## config.mk

```make
export PLATFORM = sky130hd
export DESIGN_NAME = vx_fpu_req_sched_flat
export DESIGN_NICKNAME = d
export VERILOG_FILES = /design/src/rtl/vx_fpu_req_sched_pkg.sv /design/src/rtl/vx_fpu_req_sched_if.sv /design/src/rtl/vx_fpu_req_sched_arb.sv /design/src/rtl/vx_fpu_req_sched_chk.sv /design/src/rtl/vx_fpu_req_sched.sv /design/src/flat_wrapper.sv
export SDC_FILE = /design/constraint.sdc
export NUM_CORES = 1
export LEC_CHECK = 0
export CORE_AREA = 3 3 261 263
export CTS_CLUSTER_SIZE = 14
export DETAILED_ROUTE_END_ITERATION = 10
export DIE_AREA = 0 0 264 266
export DONT_BUFFER_PORTS = 1
export MAX_ROUTING_LAYER = met4
export PLACE_DENSITY = 0.33
export SLEW_MARGIN = 40
export SYNTH_ARGS = -nofsm -noshare
export SYNTH_HDL_FRONTEND = slang
export SYNTH_SLANG_ARGS = --single-unit
```

## constraint.sdc

```tcl
create_clock -name clk -period 3.2 [get_ports clk]
set_input_delay 0.32 -clock clk [delete_from_list [all_inputs] [get_ports clk]]
set_output_delay 0.32 -clock clk [all_outputs]
set_load 0.05 [all_outputs]
```

## src/rtl/vx_fpu_req_sched_pkg.sv

```systemverilog
// Shared types and sizing helpers for the FPU request scheduler.
package vx_fpu_req_sched_pkg;

   localparam int DEF_NUM_REQS   = 4;
   localparam int DEF_DATAW      = 128;
   localparam int DEF_QUEUE_SIZE = 8;

   typedef enum logic [0:0] {
      LOCK_UNLOCKED = 1'b0,
      LOCK_LOCKED   = 1'b1
   } lock_state_e;

   function automatic int idx_width(input int n);
      if (n > 1) begin
         return $clog2(n);
      end else begin
         return 1;
      end
   endfunction

   function automatic int cnt_width(input int q);
      return $clog2(q + 1);
   endfunction

endpackage

```

## src/rtl/vx_fpu_req_sched_if.sv

```systemverilog
// Requester, FPU issue and FPU retire signals of the scheduler, bundled.
interface vx_fpu_req_sched_if #(
   parameter int NUM_REQS   = 4,
   parameter int DATAW      = 128,
   parameter int QUEUE_SIZE = 8
);
   import vx_fpu_req_sched_pkg::*;

   localparam int IDXW = idx_width(NUM_REQS);
   localparam int CNTW = cnt_width(QUEUE_SIZE);

   logic [NUM_REQS-1:0]            req_valid;
   logic [NUM_REQS-1:0][DATAW-1:0] req_data;
   logic [NUM_REQS-1:0]            req_sop;
   logic [NUM_REQS-1:0]            req_eop;
   logic [NUM_REQS-1:0]            req_ready;

   logic                           out_valid;
   logic [DATAW-1:0]               out_data;
   logic [IDXW-1:0]                out_idx;
   logic                           out_eop;
   logic                           out_ready;

   logic                           rsp_done;
   logic [IDXW-1:0]                rsp_idx;

   logic [CNTW-1:0]                inflight;
   logic [NUM_REQS-1:0]            req_idle;

   modport master (
      output req_valid, req_data, req_sop, req_eop, out_ready, rsp_done, rsp_idx,
      input  req_ready, out_valid, out_data, out_idx, out_eop, inflight, req_idle
   );

   modport slave (
      input  req_valid, req_data, req_sop, req_eop, out_ready, rsp_done, rsp_idx,
      output req_ready, out_valid, out_data, out_idx, out_eop, inflight, req_idle
   );

endinterface

```

## src/rtl/vx_fpu_req_sched_arb.sv

```systemverilog
// Round-robin winner select with a lock input that pins the grant to one owner.
module vx_fpu_req_sched_arb
   import vx_fpu_req_sched_pkg::*;
#(
   parameter int NUM_REQS = 4,
   parameter int IDXW     = idx_width(NUM_REQS)
) (
   input  logic                clk,
   input  logic                reset,
   input  logic [NUM_REQS-1:0] i_valid,
   input  logic                i_lock,
   input  logic [IDXW-1:0]     i_owner,
   input  logic                i_advance,
   output logic                o_valid,
   output logic [IDXW-1:0]     o_winner
);

   logic [IDXW-1:0] r_ptr;
   logic            w_valid;
   logic [IDXW-1:0] w_winner;

   function automatic logic [IDXW-1:0] wrap_idx(input logic [IDXW-1:0] base, input int k);
      int s;
      s = int'(base) + k;
      if (s >= NUM_REQS) begin
         s = s - NUM_REQS;
      end else begin
         s = s;
      end
      return s[IDXW-1:0];
   endfunction

   // Winner select: the owner while locked, else first valid requester at or after r_ptr
   always_comb begin
      w_valid  = 1'b0;
      w_winner = {IDXW{1'b0}};
      if (i_lock) begin
         w_valid  = i_valid[i_owner];
         w_winner = i_owner;
      end else begin
         // Scan downwards so the nearest requester to r_ptr is assigned last
         for (int k = NUM_REQS - 1; k >= 0; k--) begin
            if (i_valid[wrap_idx(r_ptr, k)]) begin
               w_valid  = 1'b1;
               w_winner = wrap_idx(r_ptr, k);
            end else begin
               w_valid  = w_valid;
            end
         end
      end
   end

   // Priority pointer moves past the winner only when a packet stream completes
   always_ff @(posedge clk) begin
      if (reset) begin
         r_ptr <= {IDXW{1'b0}};
      end else if (i_advance) begin
         r_ptr <= wrap_idx(w_winner, 1);
      end
   end

   assign o_valid  = w_valid;
   assign o_winner = w_winner;

endmodule

```

## src/rtl/vx_fpu_req_sched_chk.sv

```systemverilog
// Simulation-only protocol checks on the scheduler's retire and issue sides.
module vx_fpu_req_sched_chk (
   input logic clk,
   input logic reset,
   input logic i_rsp_done,
   input logic i_rsp_zero,
   input logic i_fire,
   input logic i_sop,
   input logic i_unlocked
);

   // A retire for a requester with nothing in flight is illegal
   a_rsp_underflow: assert property (@(posedge clk) disable iff (reset)
      !(i_rsp_done && i_rsp_zero));

   // A new packet stream must begin with its start-of-packet marker
   a_sop_on_start: assert property (@(posedge clk) disable iff (reset)
      (i_fire && i_unlocked) |-> i_sop);

endmodule

```

## src/rtl/vx_fpu_req_sched.sv

```systemverilog
// Shares one FPU issue port among NUM_REQS requesters, with packet locking,
// a one-deep output register and in-flight credit tracking.
module vx_fpu_req_sched
   import vx_fpu_req_sched_pkg::*;
#(
   parameter int NUM_REQS   = DEF_NUM_REQS,
   parameter int DATAW      = DEF_DATAW,
   parameter int QUEUE_SIZE = DEF_QUEUE_SIZE
) (
   input logic               clk,
   input logic               reset,
   vx_fpu_req_sched_if.slave io_bus
);

   localparam int IDXW = idx_width(NUM_REQS);
   localparam int CNTW = cnt_width(QUEUE_SIZE);

   logic                          w_arb_valid;
   logic [IDXW-1:0]               w_winner;
   logic                          w_space;
   logic                          w_out_free;
   logic                          w_fire;
   logic                          w_fire_eop;
   logic                          w_advance;
   logic [NUM_REQS-1:0]           w_ready;
   logic [NUM_REQS-1:0]           w_idle;
   logic [NUM_REQS-1:0]           w_inc;
   logic [NUM_REQS-1:0]           w_dec;
   logic                          w_rsp_zero;

   lock_state_e                   r_lock;
   lock_state_e                   w_lock_next;
   logic [IDXW-1:0]               r_owner;
   logic [IDXW-1:0]               w_owner_next;

   logic                          r_out_valid;
   logic [DATAW-1:0]              r_out_data;
   logic [IDXW-1:0]               r_out_idx;
   logic                          r_out_eop;

   logic [CNTW-1:0]               r_inflight;
   logic [CNTW-1:0]               w_inflight_next;
   logic [NUM_REQS-1:0][CNTW-1:0] r_cnt;
   logic [NUM_REQS-1:0][CNTW-1:0] w_cnt_next;

   vx_fpu_req_sched_arb #(
      .NUM_REQS (NUM_REQS),
      .IDXW     (IDXW)
   ) u_arb (
      .clk       (clk),
      .reset     (reset),
      .i_valid   (io_bus.req_valid),
      .i_lock    (r_lock == LOCK_LOCKED),
      .i_owner   (r_owner),
      .i_advance (w_advance),
      .o_valid   (w_arb_valid),
      .o_winner  (w_winner)
   );

   // Fire decision; credit uses only the registered count so a same-cycle retire cannot unblock
   always_comb begin
      w_space    = (r_inflight < CNTW'(QUEUE_SIZE));
      w_out_free = !r_out_valid || io_bus.out_ready;
      w_fire     = !reset && w_arb_valid && w_out_free && w_space;
      w_fire_eop = io_bus.req_eop[w_winner];
      w_advance  = w_fire && w_fire_eop;
      w_ready    = {NUM_REQS{1'b0}};
      if (w_fire) begin
         w_ready[w_winner] = 1'b1;
      end else begin
         w_ready = {NUM_REQS{1'b0}};
      end
   end

   // Lock next-state: a non-final packet claims the port until that requester's eop
   always_comb begin
      w_lock_next  = r_lock;
      w_owner_next = r_owner;
      case (r_lock)
         LOCK_UNLOCKED: begin
            if (w_fire && !w_fire_eop) begin
               w_lock_next  = LOCK_LOCKED;
               w_owner_next = w_winner;
            end else begin
               w_lock_next  = LOCK_UNLOCKED;
            end
         end
         LOCK_LOCKED: begin
            if (w_fire && w_fire_eop) begin
               w_lock_next = LOCK_UNLOCKED;
            end else begin
               w_lock_next = LOCK_LOCKED;
            end
         end
         default: begin
            w_lock_next = LOCK_UNLOCKED;
         end
      endcase
   end

   // Lock state register
   always_ff @(posedge clk) begin
      if (reset) begin
         r_lock  <= LOCK_UNLOCKED;
         r_owner <= {IDXW{1'b0}};
      end else begin
         r_lock  <= w_lock_next;
         r_owner <= w_owner_next;
      end
   end

   // Output register: loads on fire, holds until the FPU accepts it
   always_ff @(posedge clk) begin
      if (reset) begin
         r_out_valid <= 1'b0;
         r_out_data  <= {DATAW{1'b0}};
         r_out_idx   <= {IDXW{1'b0}};
         r_out_eop   <= 1'b0;
      end else if (w_fire) begin
         r_out_valid <= 1'b1;
         r_out_data  <= io_bus.req_data[w_winner];
         r_out_idx   <= w_winner;
         r_out_eop   <= w_fire_eop;
      end else if (io_bus.out_ready) begin
         r_out_valid <= 1'b0;
      end
   end

   // Credit counters: issue adds, retire subtracts, both together cancel, floor at zero
   always_comb begin
      w_inflight_next = r_inflight;
      if (w_fire && !io_bus.rsp_done) begin
         w_inflight_next = r_inflight + 1'b1;
      end else if (!w_fire && io_bus.rsp_done && (r_inflight != {CNTW{1'b0}})) begin
         w_inflight_next = r_inflight - 1'b1;
      end else begin
         w_inflight_next = r_inflight;
      end

      w_inc      = {NUM_REQS{1'b0}};
      w_dec      = {NUM_REQS{1'b0}};
      w_cnt_next = r_cnt;
      for (int i = 0; i < NUM_REQS; i++) begin
         w_inc[i] = w_fire && (w_winner == IDXW'(i));
         w_dec[i] = io_bus.rsp_done && (io_bus.rsp_idx == IDXW'(i));
         if (w_inc[i] && !w_dec[i]) begin
            w_cnt_next[i] = r_cnt[i] + 1'b1;
         end else if (!w_inc[i] && w_dec[i] && (r_cnt[i] != {CNTW{1'b0}})) begin
            w_cnt_next[i] = r_cnt[i] - 1'b1;
         end else begin
            w_cnt_next[i] = r_cnt[i];
         end
      end
   end

   // Credit counter registers
   always_ff @(posedge clk) begin
      if (reset) begin
         r_inflight <= {CNTW{1'b0}};
         r_cnt      <= {(NUM_REQS * CNTW){1'b0}};
      end else begin
         r_inflight <= w_inflight_next;
         r_cnt      <= w_cnt_next;
      end
   end

   // Idle flags and retire-underflow detect from registered counts
   always_comb begin
      w_idle = {NUM_REQS{1'b0}};
      for (int i = 0; i < NUM_REQS; i++) begin
         w_idle[i] = (r_cnt[i] == {CNTW{1'b0}});
      end
      w_rsp_zero = (r_cnt[io_bus.rsp_idx] == {CNTW{1'b0}});
   end

   vx_fpu_req_sched_chk u_chk (
      .clk        (clk),
      .reset      (reset),
      .i_rsp_done (io_bus.rsp_done),
      .i_rsp_zero (w_rsp_zero),
      .i_fire     (w_fire),
      .i_sop      (io_bus.req_sop[w_winner]),
      .i_unlocked (r_lock == LOCK_UNLOCKED)
   );

   assign io_bus.req_ready = w_ready;
   assign io_bus.out_valid = r_out_valid;
   assign io_bus.out_data  = r_out_data;
   assign io_bus.out_idx   = r_out_idx;
   assign io_bus.out_eop   = r_out_eop;
   assign io_bus.inflight  = r_inflight;
   assign io_bus.req_idle  = w_idle;

endmodule

```

## src/flat_wrapper.sv

```systemverilog
// flat-port wrapper written by rule: the top's interface ports become plain ports
module vx_fpu_req_sched_flat import vx_fpu_req_sched_pkg::*;
#(
   parameter int NUM_REQS   = DEF_NUM_REQS,
   parameter int DATAW      = DEF_DATAW,
   parameter int QUEUE_SIZE = DEF_QUEUE_SIZE
)
  (clk, reset, io_bus_req_valid, io_bus_req_data, io_bus_req_sop, io_bus_req_eop, io_bus_out_ready, io_bus_rsp_done, io_bus_rsp_idx, io_bus_req_ready, io_bus_out_valid, io_bus_out_data, io_bus_out_idx, io_bus_out_eop, io_bus_inflight, io_bus_req_idle);
  vx_fpu_req_sched_if #(.NUM_REQS(NUM_REQS), .DATAW(DATAW), .QUEUE_SIZE(QUEUE_SIZE)) io_bus_i ();
  input logic clk;
  input logic reset;
  input wire logic [$bits(io_bus_i.req_valid)-1:0] io_bus_req_valid;
  input wire logic [$bits(io_bus_i.req_data)-1:0] io_bus_req_data;
  input wire logic [$bits(io_bus_i.req_sop)-1:0] io_bus_req_sop;
  input wire logic [$bits(io_bus_i.req_eop)-1:0] io_bus_req_eop;
  input wire logic [$bits(io_bus_i.out_ready)-1:0] io_bus_out_ready;
  input wire logic [$bits(io_bus_i.rsp_done)-1:0] io_bus_rsp_done;
  input wire logic [$bits(io_bus_i.rsp_idx)-1:0] io_bus_rsp_idx;
  output wire logic [$bits(io_bus_i.req_ready)-1:0] io_bus_req_ready;
  output wire logic [$bits(io_bus_i.out_valid)-1:0] io_bus_out_valid;
  output wire logic [$bits(io_bus_i.out_data)-1:0] io_bus_out_data;
  output wire logic [$bits(io_bus_i.out_idx)-1:0] io_bus_out_idx;
  output wire logic [$bits(io_bus_i.out_eop)-1:0] io_bus_out_eop;
  output wire logic [$bits(io_bus_i.inflight)-1:0] io_bus_inflight;
  output wire logic [$bits(io_bus_i.req_idle)-1:0] io_bus_req_idle;
  assign io_bus_i.req_valid = io_bus_req_valid;
  assign io_bus_i.req_data = io_bus_req_data;
  assign io_bus_i.req_sop = io_bus_req_sop;
  assign io_bus_i.req_eop = io_bus_req_eop;
  assign io_bus_i.out_ready = io_bus_out_ready;
  assign io_bus_i.rsp_done = io_bus_rsp_done;
  assign io_bus_i.rsp_idx = io_bus_rsp_idx;
  assign io_bus_req_ready = io_bus_i.req_ready;
  assign io_bus_out_valid = io_bus_i.out_valid;
  assign io_bus_out_data = io_bus_i.out_data;
  assign io_bus_out_idx = io_bus_i.out_idx;
  assign io_bus_out_eop = io_bus_i.out_eop;
  assign io_bus_inflight = io_bus_i.inflight;
  assign io_bus_req_idle = io_bus_i.req_idle;
  vx_fpu_req_sched #(.NUM_REQS(NUM_REQS), .DATAW(DATAW), .QUEUE_SIZE(QUEUE_SIZE)) u_core (.clk(clk), .reset(reset), .io_bus(io_bus_i));
endmodule
```

==> qor.txt, run 1 <==
outcome: finished clean
vias in the first global route: 10190
Post-DP Area: 11610 sq um
Fmax achieved: 0.3319 GHz
DIE WIDTH: 264 um
R2R cell count: 13
antenna-violating nets left: 0
total CTS buffers: 17
Post-Syn Area: 10610 sq um
H-tree Lvls: 4
Hold Vio Cnt, Final: 0
slew margin rel.: 43.65%
Core Box Area: 65860 sq um
Max Clock Skew: 0.01445 ns
RR Startpoint: u_core.u_arb.r_ptr[0]
Yosys reg bits: 157
fin crit period: 3.013 ns
Congestion Overflow GR: 0
Crit Path Max Fanout: 6
CP max stage cell: dfxtp_2
Post-synth EDFFs: 0
Required @ worst endpoint: 3.56 ns
flop2flop setup slack: 0.19 ns
startpoint types: flip-flop
Slew @ Worst Pin: 0.8453 ns
share of the yosys chip area belonging to registers: 29.63%
layout cells sized above 1: 8.891%
Peak supply drop: 0.4981 mV
IO Pins: 674
Final setup viols: 0
crit path launch: u_core.u_arb.r_ptr[0]
final non-filler cell area: 12260 sq um
RSZ-0062 raised after global routing: false
Synthesized Nets: 1813
Lkg Pwr: 4.697 nW
IO buf count: 0
Crit Path Class: reg -> reg
Rows: 94
warning count from the yosys run: 0
# clock sinks: 157
Max clock buf depth: 2
total wire length: 49.01 mm
WL/cell: 23.87 um
crit-path cells: and2b_1, a2111oi_4, or3_4, clkinv_4, ha_1, and4_1, inv_1, ha_1, a21o_1, a21oi_1, mux2i_1, xor2_1, nor2_1
R2R Path End: u_core.r_cnt[11]
Syn Area/Cell: 8.392 sq um
Critical Path AT: 3.38 ns
Initial Utilization: 16.11%
clk slew on worst S/H paths: 0.07 ns
most frequent CP cell: ha_1
Slew Viols, Final: 0
1st-iter DRT viols: 577
Post-layout nets: 1717
most used flip-flop cell after synthesis: dfxtp_1
Placer Congestion: 0.8083
crit path to: u_core.r_cnt[11]
vias: 10160
Die Span Y: 266 um
Worst path max stage delay: 0.39 ns
post-synthesis async set-or-reset flop share: 0%
root buffer cell: clkbuf_16
DRT Pass-1 Iters: 5
Syn-to-layout area delta: 15.56%
power per cell area: 1195 nW/um^2
post-synth cell types: 54
total negative slack: 0 ns
Final Cycle Share: 94.14%
CTS tree: built
hpwl dp: 35.76 mm
die area: 70220 sq um
pin count of the biggest net entering global routing: 151
first-pass GRT wire length: 70.01 mm
Mapped Cells: 1264
Worst-Skew Late Latency: 0.48 ns
Total GRT Usage: 13.63%
CP endpoint kind: flip-flop
detailed-route DRC error count: 0
via/cell ratio: 4.949
HP Class: in -> reg
Maximum Capacitance Violations: 0
initial antenna violation count: 15
-- flip-flops by register name, indices dropped and copies added (netlist names), named ones only --
signal,count
u_core.u_arb.r_ptr,2
u_core.io_bus.inflight,4
u_core.io_bus.out_eop,1
u_core.r_cnt,16
u_core.io_bus.out_idx,2
u_core.io_bus.out_valid,1
u_core.io_bus.out_data,128
u_core.r_owner,2
-- layout make-up --
cell class / count / area (sq um)
fillers: 7419 / 53610
multi-input cells: 934 / 6875
flip-flops and latches: 157 / 3146
well taps: 864 / 1081
repair buffers: 47 / 515.5
clock buffers: 19 / 442.9
clock inverters: 13 / 131.4
inverters: 11 / 46.29
diodes: 8 / 20.02
-- stage by stage --
stage          setup slack [ns]  util (%)  hold WS [ns]  total power, mW  cells
2_1_floorplan           0.03325         -        0.4710            10.34   1264
3_3_place_gp            0.07955     17.63        0.4135            12.58   2010
3_5_place_dp             0.1013     17.63        0.4163            12.60   2010
4_1_cts                 0.07544     18.54      0.004948            14.86   2043
5_1_grt                 0.01360     18.61       0.01888            15.67   2053
6_report                 0.1874     18.61       0.05702            14.65   2053
-- worst min path at each step --
| stage | cells past startpoint | from | slack [ns] | end |
|---|---|---|---|---|
| floorplan | 2 | u_core.r_owner[1] | 0.47 | u_core.r_owner[1] |
| global placement | 1 | reset | 0.41 | u_core.io_bus.out_eop |
| detailed placement | 1 | reset | 0.42 | u_core.io_bus.out_idx[0] |
| global route | 2 | reset | 0.02 | u_core.r_owner[1] |
| finish | 2 | reset | 0.06 | u_core.u_arb.r_ptr[0] |
| CTS | 2 | reset | 0.005 | u_core.io_bus.out_data[104] |
-- Yosys cell counts, types with 10 or more instances --
| cell | instances | area [sq um] |
|---|---|---|
| a21oi_1 | 10 | 50.05 |
| ha_1 | 14 | 175.2 |
| xor2_1 | 12 | 105.1 |
| o31ai_1 | 128 | 960.9 |
| buf_2 | 10 | 50.05 |
| mux2i_1 | 15 | 150.1 |
| clkbuf_1 | 147 | 551.8 |
| dfxtp_1 | 157 | 3143 |
| inv_1 | 10 | 37.54 |
| nor2_1 | 29 | 108.9 |
| and3_1 | 262 | 1639 |
| a211oi_1 | 260 | 1952 |
| nand3b_1 | 130 | 975.9 |
-- kinds of logic (layout without fill, tap and decap cells) --
group	after synthesis	count (layout)	share of synthesized area [%]
AO/OA/AOI/OAI	421	421	30.13
XOR/XNOR	14	14	1.156
adder cells (fa/ha/maj)	19	19	2.595
buffers and inverters	173	90	6.322
flip-flops	157	157	29.63
multiplexers	19	19	2.005
other	0	8	0
AND/OR/NAND/NOR	461	461	28.17
-- worst max-delay path, delay by kind of cell (launching register included) --
family                   cells  cell delay [ns]
AO/OA/AOI/OAI                3             0.73
XOR/XNOR                     1             0.17
adder cells (fa/ha/maj)      2             0.45
buffers and inverters        2             0.22
flip-flops                   1             0.39
multiplexers                 1             0.23
AND/OR/NAND/NOR              4             0.71
-- cells in the final DEF (no fill, tap or decap), types with 2 or more instances in the layout --
| cell | count |
|---|---|
| clkbuf_16 | 17 |
| inv_6 | 5 |
| a21o_1 | 5 |
| and3_1 | 262 |
| inv_1 | 9 |
| clkinv_4 | 4 |
| and4_1 | 3 |
| xnor2_1 | 2 |
| fa_1 | 5 |
| a2111oi_4 | 2 |
| nand2_4 | 2 |
| nor2_1 | 29 |
| nor2b_1 | 4 |
| dfxtp_1 | 155 |
| clkinvlp_4 | 2 |
| xor2_1 | 12 |
| mux2i_1 | 15 |
| a211oi_2 | 2 |
| a21oi_1 | 9 |
| nand2_1 | 7 |
| a311oi_1 | 4 |
| dfxtp_2 | 2 |
| buf_4 | 34 |
| o31ai_1 | 128 |
| nor4_2 | 4 |
| nand2b_1 | 4 |
| buf_12 | 13 |
| a211oi_1 | 259 |
| diode_2 | 8 |
| nand3b_1 | 130 |
| ha_1 | 14 |
-- per-layer routing --
metal	up-vias	share of wire, %	global-route usage (%)
met5	-	0	-
met4	0	2.3	4.075
met3	52	6.6	3.814
met2	446	51	23.37
met1	4903	40	15.47
li1	4759	-	-
-- report_power, final --
part	internal, mW	leakage, nW	switching (mW)
clock network	1.11	0.277	1.01
logic	2.51	3.12	4.30
registers	2.72	1.30	3.00
-- what timing repair did --
action,in CTS,in global routing
gates resized for setup,0,8
hold buffers,1,0
endpoints found under the hold margin,31,0
endpoints found under the setup margin,0,4
buffers inserted,0,2
Power figures use the tool's default switching activity.
==> run 2, diff against run 1 <==
Settings changed: PLACE_DENSITY 0.33 to default.
==> qor.txt, run 2 (synthesized netlist as in run 1, its figures left out) <==
outcome: finished clean
CTS tree: built
Post-layout nets: 1712 (-0.29%)
crit-path cells: and2b_1, a2111oi_4, or3_4, clkinv_4, ha_1, and4_1, inv_2, ha_1, a21o_1, a21oi_1, mux2i_1, xor2_1, nor2_1
DRT Pass-1 Iters: 5 (unchanged)
Total GRT Usage: 12.73% (-0.90 points)
count of buffer and inverter cells on the critical path: 2 (unchanged)
Critical Path AT: 3.35 ns (-0.03 ns)
Syn-to-layout area delta: 16.44%
CP endpoint kind: flip-flop
Initial Utilization: 16.11% (unchanged)
Crit Path Max Fanout: 5 (-1)
Required @ worst endpoint: 3.55 ns (about the same)
DIE WIDTH: 264 um (unchanged)
detailed-route DRC error count: 0 (unchanged)
fin crit period: 2.992 ns (-0.02052 ns)
Max Clock Skew: 0.01379 ns (-0.0006592 ns)
IO Pins: 674 (unchanged)
most common cell after layout, fill and taps aside: and3_1
Hold Vio Cnt, Final: 0 (unchanged)
Fmax achieved: 0.3342 GHz (+0.69%)
clk slew on worst S/H paths: 0.07 ns (about the same)
total CTS buffers: 17 (unchanged)
most frequent cells in the layout: 262 x and3_1, 259 x a211oi_1, 153 x dfxtp_1
Max clock buf depth: 2 (unchanged)
WL/cell: 22.74 um (-4.7%)
via/cell ratio: 5.068 (+2.4%)
Placer Congestion: 0.9132 (+13%)
total negative slack: 0 ns (unchanged)
CP max stage cell: dfxtp_4
Slew @ Worst Pin: 0.8976 ns (+0.05234 ns)
slew margin rel.: 40.16% (-3.5 points)
Worst-Skew Late Latency: 0.47 ns (about the same)
Maximum Capacitance Violations: 0 (unchanged)
hpwl dp: 35.09 mm (-1.9%)
# clock sinks: 157 (unchanged)
final non-filler cell area: 12350 sq um (+0.77%)
root buffer cell: clkbuf_16
most frequent CP cell: ha_1
power per cell area: 1203 nW/um^2 (+0.64%)
Top delay family on crit path: compound AO/OA/AOI/OAI gates
Die Span Y: 266 um (unchanged)
vias in the first global route: 10120 (-0.67%)
Slew Viols, Final: 0 (unchanged)
final hold slack: 0.07194 ns (+0.01492 ns)
crit path launch: u_core.u_arb.r_ptr[0]
RSZ-0062 raised after global routing: false
Final Cycle Share: 93.50% (-0.64 points)
Crit Path Class: reg -> reg
HP Class: in -> reg
Core Box Area: 65860 sq um (unchanged)
Post-DP Area: 11540 sq um (-0.64%)
IO buf count: 0 (unchanged)
first-pass GRT wire length: 65.75 mm (-6.1%)
max reg flops: 128 (unchanged)
Final setup viols: 0 (unchanged)
hold_sp: reset
startpoint types: flip-flop
pin count of the biggest net entering global routing: 263 (+74%)
die area: 70220 sq um (unchanged)
Peak supply drop: 0.8101 mV (+63%)
layout cells sized above 1: 8.681% (-0.21 points)
1st-iter DRT viols: 842 (+46%)
Rows: 94 (unchanged)
H-tree Lvls: 4 (unchanged)
RR Startpoint: u_core.u_arb.r_ptr[0]
Worst path max stage delay: 0.38 ns (about the same)
total wire length: 46.62 mm (-4.9%)
vias: 10390 (+2.3%)
Congestion Overflow GR: 0 (unchanged)
antenna-violating nets left: 0 (unchanged)
initial antenna violation count: 13 (-2)
Lkg Pwr: 4.729 nW (+0.66%)
-- run 2: path summary, 6_finish.rpt --
path / to / slack [ns] / depth (start not counted)
setup / recovery: u_core.r_cnt[15] / 0.21 / 13
hold reg to reg: u_core.r_owner[1] / 0.53 / 2
setup reg to reg: u_core.r_cnt[15] / 0.21 / 13
hold / removal: u_core.io_bus.out_data[110] / 0.07 / 2
-- run 2: area by class of cell --
type | instances | area [sq um]
sequential | 157 | 3151
multi-input combinational | 934 | 6883
timing repair buffer | 42 | 491.7
inverter | 11 | 46.29
fill | 7338 | 53510
clock buffer | 21 | 460.4
clock inverter | 10 | 211.5
antenna | 11 | 27.53
tap | 864 | 1081
-- run 2: metal layers --
layer / wire length (um) / global-route usage, % / vias up / share of wire, %
met5: 0 / - / - / 0
met4: 1549 / 5.616 / 0 / 3.3
met3: 4978 / 5.670 / 74 / 11
met2: 21550 / 19.92 / 586 / 46
met1: 18540 / 14.00 / 4980 / 40
li1: - / - / 4750 / -
-- run 2: through the flow --
step,total power [mW],utilization (%),setup WS [ns],instances
6_report,14.86,18.75,0.2079,2050
5_1_grt,15.75,18.75,0.01257,2048
4_1_cts,14.86,18.59,0.02048,2036
3_5_place_dp,12.34,17.52,0.05186,2003
3_3_place_gp,12.06,17.52,0.1997,2003
2_1_floorplan,10.34,-,0.03325,1264
-- run 2: power by group --
group / switching, mW / total (mW) / internal, mW / leakage [nW]
logic: 4.27 / 6.79 / 2.52 / 3.10
registers: 2.93 / 5.66 / 2.73 / 1.30
clock network: 0.909 / 2.41 / 1.50 / 0.327
total: 8.11 / 14.9 / 6.74 / 4.73
-- run 2: what timing repair did --
item,4_1_cts,5_1_grt
hold buffers,2,0
setup endpoints to repair,0,4
buffers inserted,0,1
endpoints found under the hold margin,33,0
gates resized for setup,0,13
-- run 2: worst register-to-register path: cells and delay by family, from the launching register on --
| kind | cells | cell delay [ns] |
|---|---|---|
| AOI/OAI and AO/OA | 3 | 0.75 |
| and+or+nand+nor | 4 | 0.71 |
| adders and majority gates | 2 | 0.44 |
| DFF | 1 | 0.38 |
| muxes | 1 | 0.25 |
| xor gates and xnor gates | 1 | 0.18 |
| buffers and inverters | 2 | 0.16 |
==> edit, RTL diff (settings of run 1) <==
Reset style: asynchronous (`reset`), changed in 4 clocked blocks.
--- a/src/rtl/vx_fpu_req_sched_arb.sv
+++ b/src/rtl/vx_fpu_req_sched_arb.sv
@@ -52,5 +52,5 @@
 
    // Priority pointer moves past the winner only when a packet stream completes
-   always_ff @(posedge clk) begin
+   always_ff @(posedge clk or posedge reset) begin
       if (reset) begin
          r_ptr <= {IDXW{1'b0}};
--- a/src/rtl/vx_fpu_req_sched.sv
+++ b/src/rtl/vx_fpu_req_sched.sv
@@ -100,5 +100,5 @@
 
    // Lock state register
-   always_ff @(posedge clk) begin
+   always_ff @(posedge clk or posedge reset) begin
       if (reset) begin
          r_lock  <= LOCK_UNLOCKED;
@@ -111,5 +111,5 @@
 
    // Output register: loads on fire, holds until the FPU accepts it
-   always_ff @(posedge clk) begin
+   always_ff @(posedge clk or posedge reset) begin
       if (reset) begin
          r_out_valid <= 1'b0;
@@ -155,5 +155,5 @@
 
    // Credit counter registers
-   always_ff @(posedge clk) begin
+   always_ff @(posedge clk or posedge reset) begin
       if (reset) begin
          r_inflight <= {CNTW{1'b0}};
Formal check against the unedited RTL: not equivalent (a bounded check fails within 4 cycles, from zero or initial values and one cycle with reset high; the reset may be asserted at any time).
==> edit against run 1 <==
  * Power increased by 0.87%
  * Setup slack better by 0.081 ns
  * Wire length decreased by 19%
  * Die area is the same
  * Sequential cell count is the same
  * Design area decreased by 3.9%
  * Critical path depth grew 1
  * Synthesized area fell by 6.0%
  * Critical path type unchanged
==> edit: results (changes against run 1) <==
| Parameter | This run | vs run 1 |
| --- | --- | --- |
| Outcome | complete, no violations |  |
| Share of post-route cells with drive strength above 1 | 23.9% | +15 points |
| Global routing usage on met2 | 17.2% | -6.2 points |
| Vias after detailed routing | 7275 | -28% |
| Largest net degree at the start of global routing | 74 | -51% |
| Static power due to leakage | 0.00481 uW | +2.4% |
| Net count of the finished layout | 1442 | -16% |
| Slowest stage cell on the critical path | dfrtp_1 |  |
| Grt met3 use | 4.89% | +1.1 points |
| Detailed-router iteration count before antenna repair | 4 | -1 |
| Ranking of synthesized cells by instance count | nand2_1, dfrtp_1, mux4_2 |  |
| Initial antenna violation count | 20 | +5 |
| Reg-to-Reg End | u_core.r_cnt[3] |  |
| Sequential share of the synthesized area | 39.4% | +9.8 points |
| Most used DFF post-synth | dfrtp_1 |  |
| Slack of the worst reg-to-reg path | 0.27 ns | +0.08 ns |
| Worst Hold Path EP | u_core.io_bus.inflight[3] |  |
| Max-slew headroom | 45.0% | +1.3 points |
| Routability-driven placement congestion ratio | 0.837 | +3.6% |
| Reg2reg path depth | 14 | +1 |
| Arrival time worst endpoint | 3.28 ns | -0.10 ns |
| Total length of routed wires | 39700 um | -19% |
| Leading post-synthesis cells by cell area | dfrtp_1, mux4_2, nand2_1 |  |
| Worst clock skew | 0.0130 ns | -0.00149 ns |
| Number of distinct standard cells referenced by the synthesized netlist | 50 | -7.4% |
| Placed Instance Area | 11100 um2 | -4.3% |
| First-pass GRT wire length | 55100 um | -21% |
| FFs w/ async S/R, synth | 100% | +100 points |
| All-Layer GR Usage | 11.2% | -2.4 points |
| Worst hold-check slack | 0.0665 ns | +0.00952 ns |
| Crit Reg-Reg Startpoint | u_core.u_arb.r_ptr[0] |  |
| Half-perimeter wire length after detailed placement | 32200 um | -10% |
edit: how the worst max path moves through the flow:
| stage | startpoint | to |
|---|---|---|
| floorplan | u_core.u_arb.r_ptr[1] | u_core.r_cnt[3] |
| global placement | flop | u_core.r_cnt[3] |
| detailed placement | flop | u_core.r_cnt[3] |
| CTS | flop | u_core.r_cnt[3] |
| global route | u_core.u_arb.r_ptr[1] | u_core.r_cnt[15] |
| finish | u_core.u_arb.r_ptr[0] | u_core.r_cnt[3] |
edit: logic make-up (layout without fill, tap and decap cells):
logic type | Yosys count | in the layout | share of synthesized area (%)
adder cells (fa/ha/maj) | 19 | 19 | 2.76
buffers and inverters | 73 | 75 | 3.83
multiplexers | 150 | 150 | 31.8
AND/OR/NAND/NOR | 443 | 443 | 17.6
AO/OA/AOI/OAI | 47 | 47 | 3.39
flip-flops | 157 | 157 | 39.4
XOR/XNOR | 14 | 14 | 1.23
other | 0 | 14 | 0
edit: power by group through the flow:
stage          logic, uW  registers, uW  clock network (uW)
2_1_floorplan       4980           6350                   0
3_3_place_gp        6010           6800                   0
3_5_place_dp        6100           6780                   0
4_1_cts             6120           6750                2230
5_1_grt             6700           6830                2290
6_report            6000           6690                2090
edit: timing repair:
item | in CTS | in global routing
hold buffers | 3 | 0
resized for setup | 0 | 3
endpoints found under the setup margin | 0 | 4
hold endpoints to repair | 33 | 0
setup buffers | 0 | 2
edit: area by class of cell:
type | instances | area, um2
diodes | 14 | 35.0
clock buffers | 20 | 457
clock inverters | 11 | 118
fillers | 7257 | 54100
inverters | 9 | 51.3
multi-input cells | 673 | 5730
flip-flops and latches | 157 | 3930
well taps | 864 | 1080
repair buffers | 35 | 385
edit: routing by layer:
layer,wire length [um],up-vias
li1,-,3204
met1,15600,3645
met2,19500,391
met3,3770,35
met4,799,0
met5,0,-
edit: per-stage QoR:
step           utilization [%]  worst slack (ns)  setup TNS, ns  instances
2_1_floorplan                -           0.00162              0        903
3_3_place_gp              16.8             0.220              0       1732
3_5_place_dp              16.9             0.175              0       1733
4_1_cts                   17.8             0.154              0       1767
5_1_grt                   17.9          -0.00293       -0.00293       1782
6_report                  17.9             0.268              0       1783
